===== src/rtl/uart_tx_frame.sv =====
// rtl/uart_tx_frame.sv - FIFO-fed UART transmitter with configurable width, parity and stop bits
module uart_tx_frame #(
  parameter int CLKS_PER_BIT = 16,
  parameter int DATA_BITS    = 8,
  parameter int PARITY       = 0,
  parameter int STOP_BITS    = 1,
  parameter int FIFO_DEPTH   = 4
) (
  input  logic                                 clk,
  input  logic                                 rst,
  input  logic [DATA_BITS-1:0]                 in_data,
  input  logic                                 in_valid,
  output logic                                 in_ready,
  output logic                                 tx,
  output logic                                 busy,
  output logic [$clog2(FIFO_DEPTH+1)-1:0]      fifo_count
);

  localparam int PW = $clog2(FIFO_DEPTH);
  localparam int CW = $clog2(FIFO_DEPTH + 1);
  localparam int DW = $clog2(CLKS_PER_BIT);

  localparam logic [2:0] S_IDLE  = 3'd0;
  localparam logic [2:0] S_START = 3'd1;
  localparam logic [2:0] S_DATA  = 3'd2;
  localparam logic [2:0] S_PAR   = 3'd3;
  localparam logic [2:0] S_STOP  = 3'd4;

  logic [DATA_BITS-1:0] mem_q [FIFO_DEPTH];
  logic [PW-1:0]        wr_ptr_q, rd_ptr_q;
  logic [CW-1:0]        count_q;

  logic [2:0]           state_q, state_d;
  logic [DW-1:0]        div_q, div_d;
  logic [3:0]           idx_q, idx_d;
  logic [DATA_BITS-1:0] shift_q, shift_d;
  logic                 par_q, par_d;
  logic                 tx_q, tx_d;

  logic                 push, pop, last_tick;
  logic [DATA_BITS-1:0] head;

  assign in_ready   = (count_q != CW'(FIFO_DEPTH));
  assign push       = in_valid && in_ready;
  assign head       = mem_q[rd_ptr_q];
  assign last_tick  = (div_q == DW'(CLKS_PER_BIT - 1));
  assign tx         = tx_q;
  assign busy       = (state_q != S_IDLE) || (count_q != '0);
  assign fifo_count = count_q;

  always_comb begin
    state_d = state_q;
    div_d   = last_tick ? '0 : div_q + DW'(1);
    idx_d   = idx_q;
    shift_d = shift_q;
    par_d   = par_q;
    tx_d    = tx_q;
    pop     = 1'b0;
    case (state_q)
      S_IDLE: begin
        div_d = '0;
        tx_d  = 1'b1;
        if (count_q != '0) pop = 1'b1;
      end
      S_START: begin
        if (last_tick) begin
          state_d = S_DATA;
          idx_d   = '0;
          tx_d    = shift_q[0];
        end
      end
      S_DATA: begin
        if (last_tick) begin
          if (idx_q == 4'(DATA_BITS - 1)) begin
            idx_d = '0;
            if (PARITY != 0) begin
              state_d = S_PAR;
              tx_d    = par_q;
            end else begin
              state_d = S_STOP;
              tx_d    = 1'b1;
            end
          end else begin
            idx_d   = idx_q + 4'd1;
            shift_d = shift_q >> 1;
            tx_d    = shift_q[1];
          end
        end
      end
      S_PAR: begin
        if (last_tick) begin
          state_d = S_STOP;
          idx_d   = '0;
          tx_d    = 1'b1;
        end
      end
      S_STOP: begin
        if (last_tick) begin
          if (idx_q == 4'(STOP_BITS - 1)) begin
            // Chain straight into the next start bit so queued words leave no idle gap
            if (count_q != '0) begin
              pop = 1'b1;
            end else begin
              state_d = S_IDLE;
              tx_d    = 1'b1;
            end
          end else begin
            idx_d = idx_q + 4'd1;
          end
        end
      end
      default: begin
        state_d = S_IDLE;
        tx_d    = 1'b1;
      end
    endcase
    if (pop) begin
      state_d = S_START;
      div_d   = '0;
      idx_d   = '0;
      tx_d    = 1'b0;
      shift_d = head;
      par_d   = (PARITY == 1) ? ~^head : ^head;
    end
  end

  always_ff @(posedge clk) begin
    if (push) mem_q[wr_ptr_q] <= in_data;
  end

  always_ff @(posedge clk or posedge rst) begin
    if (rst) begin
      wr_ptr_q <= '0;
      rd_ptr_q <= '0;
      count_q  <= '0;
    end else begin
      if (push) wr_ptr_q <= wr_ptr_q + PW'(1);
      if (pop)  rd_ptr_q <= rd_ptr_q + PW'(1);
      case ({push, pop})
        2'b10:   count_q <= count_q + CW'(1);
        2'b01:   count_q <= count_q - CW'(1);
        default: count_q <= count_q;
      endcase
    end
  end

  always_ff @(posedge clk or posedge rst) begin
    if (rst) begin
      state_q <= S_IDLE;
      div_q   <= '0;
      idx_q   <= '0;
      shift_q <= '0;
      par_q   <= 1'b0;
      tx_q    <= 1'b1;
    end else begin
      state_q <= state_d;
      div_q   <= div_d;
      idx_q   <= idx_d;
      shift_q <= shift_d;
      par_q   <= par_d;
      tx_q    <= tx_d;
    end
  end

endmodule


===== config.mk =====
export PLATFORM = sky130hd
export DESIGN_NAME = uart_tx_frame
export DESIGN_NICKNAME = d
export VERILOG_FILES = /design/src/rtl/uart_tx_frame.sv
export SDC_FILE = /design/constraint.sdc
export NUM_CORES = 1
export LEC_CHECK = 0
export CORE_MARGIN = 2
export CORE_UTILIZATION = 40
export CTS_CLUSTER_SIZE = 8
export DETAILED_ROUTE_END_ITERATION = 16
export SYNTH_ARGS = -nofsm -noshare
export SYNTH_HDL_FRONTEND = slang
export SYNTH_SLANG_ARGS = --single-unit
export TNS_END_PERCENT = 10

===== constraint.sdc =====
create_clock -name clk -period 2.9 [get_ports clk]
set_clock_uncertainty 0.15 [all_clocks]
set_input_delay 0.29 -clock clk [delete_from_list [all_inputs] [get_ports clk]]
set_output_delay 0.29 -clock clk [all_outputs]
set_load 0.02 [all_outputs]

Word level (Yosys, flattened, before mapping) --
Memory sizes are Yosys's and may differ from the RTL's. Cells that the tools add are included.
Storage, ports and cells: word-level logic and storage cells 89, memories kept 1, input bits 11, memory bits (writable) 32, flip-flop bits (word level) 27, output and inout bits 6
Cells by class: $add $sub $neg 6, multiplexer cells 39, reductions and logical operators 15, equal/unequal tests 20
Memory list:
- mem_q | words 4, bits a word 8, read ports 1, clocked after Yosys merged registers in 0, write ports 1, RTL line 29 | logic [DATA_BITS-1:0] mem_q [FIFO_DEPTH];
Operators with widths (count):
- $mux W4 | 9
- $mux W8 | 4
- $ne A3 B3 Y1 const B | 9
- $mux W3 | 8
- $pmux W3 S5 | 1
- $mux W1 | 13
- $pmux W4 S3 | 1
- $add A4 B1 Y4 const B | 2
- $reduce_and A8 Y1 | 1
- $eq A3 B2 Y1 const B | 2
- $pmux W3 S2 | 1
- $reduce_and A6 Y1 | 1
- $reduce_bool A2 Y1 | 3
- $reduce_bool A3 Y1 | 2
- $reduce_and A5 Y1 | 1
- $add A2 B1 Y2 const B | 2
- $eq A4 B3 Y1 const B | 1
- $eq A4 B4 Y1 const B | 1
- $logic_not A4 Y1 | 1
- $ne A2 B2 Y1 const B | 2
- $pmux W1 S4 | 1
- $reduce_bool A4 Y1 | 1
- $add A3 B1 Y3 const B | 1
- $eq A3 B1 Y1 const B | 1
- 11 further kinds | 11

Depth between registers and ports, before layout --
word-level depth 7, gate-level depth with buffers 13

Least setup slack after synthesis --
No wires, ideal clock.
path type register to register, from register idx_q[0], to register count_q[2], in the netlist fifo_count[2], required time 2670 ps, period minus slack after synthesis 2856 ps, data arrival time 2626 ps, slack 44 ps, cell stages (with the launch flop) 14, cell sequence dfrtp_1 > inv_1 > ha_1 > or3b_4 > nand2b_4 > a211o_4 > inv_4 > buf_8 > ha_1 > inv_1 > fa_1 > xor2_1 > nor2_1 > xor2_1
Between the ends: cells in the longest elaborated chain, start to end 6
Ends and longest elaborated chain:
- start: declaration | RTL line 35 | logic [3:0] idx_q, idx_d;
- start signal: assignment | RTL line 158 | idx_q <= idx_d;
- $logic_not A4 Y1 (*) | RTL line 99 | if (idx_q == 4'(STOP_BITS - 1)) begin
- $mux W1 (*) | RTL line 99
- $mux W1 (*) | RTL line 98 | if (last_tick) begin
- $pmux W1 S2 (*) | RTL line 59 | case (state_q)
- $eq A2 B1 Y1 or $eq A2 B2 Y1 (tied branches) | RTL line 139 | case ({push, pop})
- $pmux W3 S2 or $reduce_bool A2 Y1 (tied branches)
- end signal: assignment | RTL line 140 | 2'b10: count_q <= count_q + CW'(1);
- end signal: assignment | RTL line 141 | 2'b01: count_q <= count_q - CW'(1);
- end signal: assignment | RTL line 142 | default: count_q <= count_q;
- end: declaration | RTL line 31 | logic [CW-1:0] count_q;
Every way passes the cells marked *; elsewhere a longest branch is shown, timed or not. A chain may end at the register's enable or synchronous reset.

Worst setup path in the final report --
from register idx_q[1], to register count_q[2], in the netlist fifo_count[2]
The elaborated chain is that of the path after synthesis.

==> flow_metrics.tcl <==
set metrics [dict create \
    grt_max_degree 28 \
    reg2reg_depth 12 \
    finalWorstSetupSlack_ns 0.135 \
    p_leak_nw 1.29 \
    final_cell_area_um2 3160 \
    synth_nets 209 \
    fp.dieH_um 85.5 \
    core_area_um2 6390 \
    cts_tree "yes" \
    num_vias 1567 \
    ys_seq_elements 59 \
    cts_buffers 9 \
    status "completed" \
    synth.distinct_cells 44 \
    numPortBuffers 16 \
    synth_most_common_cell "edfxtp_1" \
    min_path_type "input port to asynchronous set/reset pin" \
    grt-busiest-layer "met2" \
    drt-total-wl_um 4510 \
    avgSynthCellArea_um2 14.1 \
    gp_congestion 0.800 \
    critPathArrivalTime_ns 2.88 \
    crit_type "flip-flop to flip-flop" \
    dpl-instance-area_um2 2920 \
    cts.sinks 59 \
    nNetsFinal 239 \
    tns_ns 0 \
    synth_edf_count 32 \
    overflow 0 \
    met1_usage 0.181 \
    drv_cap 0 \
    rr_startpoint "idx_q[1]" \
    grt_pass1_vias 1576 \
    fp-row-count 29 \
    die_w_um 85.5 \
    yosysWarningCount 0 \
    dp_hpwl_um 3050 \
    async_flop_share 0.458 \
    finalNonFillerCells 301 \
    area_growth_pct 18.7 \
    synth_top_area_share 0.362 \
    setup_viol_count_final 0 \
    slew_headroom 0.604 \
    rsz0062_at_grt "false" \
    synthCells 189 \
    syn_area_um2 2660 \
    fill_cells 567 \
    synth-seq-area-share 0.616 \
    yosys.area.top_type "edfxtp_1" \
    hold_viol 0 \
    finalMaxSlewViolations 0 \
    tightestPinTransition_ns 0.595 \
    drive_above_1_share 0.205 \
    cts_buffer_depth 2 \
    clkTransAtPathRegs_ns 0.07 \
    ant_nets 0 \
    reg2reg_slack_ns 0.13 \
    gr-usage-all-layers 0.139 \
    antenna_found_initial 0 \
    met3_usage 0.0462 \
    grt_pass1_wl_um 7580 \
    synth_flop_cell "edfxtp_1" \
    yosys-top-cells-count "edfxtp_1, dfrtp_1, nand2_1" \
    cts-root-buf "clkbuf_8" \
    io_pins 17 \
    reg2reg_to "fifo_count[2]" \
    powerDensity_nw_per_um2 701 \
    die-area_um2 7310 \
    insertion_delay_ns 0.34 \
    drc_errors 0 \
    post_drt_via_cell_ratio 5.21 \
    dp_cells 282 \
    critical_path.endpoint_type "flip-flop" \
    peakVddDrop_v 0.000426 \
    max_freq_mhz 362 \
    cp-start-kind "flip-flop" \
    fin_crit_sh 0.954 \
    worst-path-max-fanout 5 \
    min_period_ns 2.77 \
    drt_iter0_drc 63 \
    use_met2 0.210 \
    dpl_worst_slack_ns 0.0868 \
    antenna_cells 0 \
    start_util 0.416 \
    yosys-top-cells-area "edfxtp_1, dfrtp_1, mux4_2" \
    cp.required_ns 3.01 \
    routedWlPerCell_um 15.0 \
    final_util 0.494 \
    cts.htree.levels 3 \
    drt-pass1-iter-count 4 \
]
[worst max-delay path by stage]
stage,endpoint,depth (start not counted),startpoint,slack [ns]
3_5_place_dp,fifo_count[2],12,idx_q[1],0.09
4_1_cts,fifo_count[2],12,idx_q[1],0.06
5_1_grt,fifo_count[2],12,idx_q[1],0.0002
2_1_floorplan,fifo_count[2],13,idx_q[0],0.04
6_report,fifo_count[2],12,idx_q[1],0.13
3_3_place_gp,fifo_count[2],12,idx_q[1],0.14
[per-layer routing]
metal  part of all wire  vias up
met5                  0        -
li1                   -      762
met3              0.030        7
met1               0.47      779
met4              0.018        0
met2               0.49       19
[logic make-up (layout without fill, tap and decap cells)]
| kind of cell | Yosys count | count (layout) | synth area share |
|---|---|---|---|
| AO/OA/AOI/OAI | 36 | 36 | 0.102 |
| XOR/XNOR | 9 | 9 | 0.0297 |
| adder cells (fa/ha/maj) | 9 | 9 | 0.0452 |
| buffers and inverters | 17 | 52 | 0.0301 |
| flip-flops | 59 | 59 | 0.616 |
| multiplexers | 12 | 12 | 0.0838 |
| AND/OR/NAND/NOR | 47 | 47 | 0.0932 |
[metrics by stage]
step	hold slack [ns]	power [mW]
CTS	0.155	2.25
finish	0.154	2.21
global route	0.247	2.33
global placement	0.305	1.46
detailed placement	0.308	1.47
floorplan	0.192	1.31
[registers in the layout, indices dropped and copies added, names as in the netlist]
name        count
mem_q          32
shift_q         8
div_q           4
idx_q           4
fifo_count      3
state_q         3
rd_ptr_q        2
wr_ptr_q        2
tx              1
[layout by cell type (no fill, tap or decap), types with 8 or more instances in the layout]
cell type        instances
edfxtp_1                32
buf_4                    9
mux4_2                   8
clkbuf_8                 9
o21ai_0                 10
inv_1                   10
dfrtp_1                 26
nor2_1                  10
clkdlybuf4s50_1         16
nand2_1                 12
[power by group]
part / switching [mW] / internal [mW]
clock network: 0.363 / 0.410
logic: 0.198 / 0.162
registers: 0.0569 / 1.02
[what timing repair did]
action                                  in CTS  in global routing
setup buffers                                0                  3
gates resized for setup                      0                  2
endpoints found under the setup margin       0                  1
hold endpoints to repair                     0                  0
hold buffers                                 0                  0
[worst max-delay path: stages, from the launching register on]
cell,delay (ns)
dfrtp_1,0.41
inv_1,0.06
ha_1,0.14
or3b_4,0.40
nand2b_4,0.16
a211o_4,0.35
inv_4,0.06
ha_2,0.17
inv_1,0.05
fa_2,0.33
xor2_1,0.14
nor2_1,0.13
xor2_1,0.14
[area by class of cell]
class / instances / area [um^2] / share of cell area
Inverter: 11 / 43.8 / 0.0139
Sequential cell: 59 / 1640 / 0.519
Clock inverter: 7 / 81.3 / 0.0258
Tap cell: 77 / 96.3 / 0.0305
Clock buffer: 9 / 124 / 0.0393
Multi-Input combinational cell: 113 / 945 / 0.299
Timing Repair Buffer: 25 / 228 / 0.0722
Power figures use the tool's default switching activity.
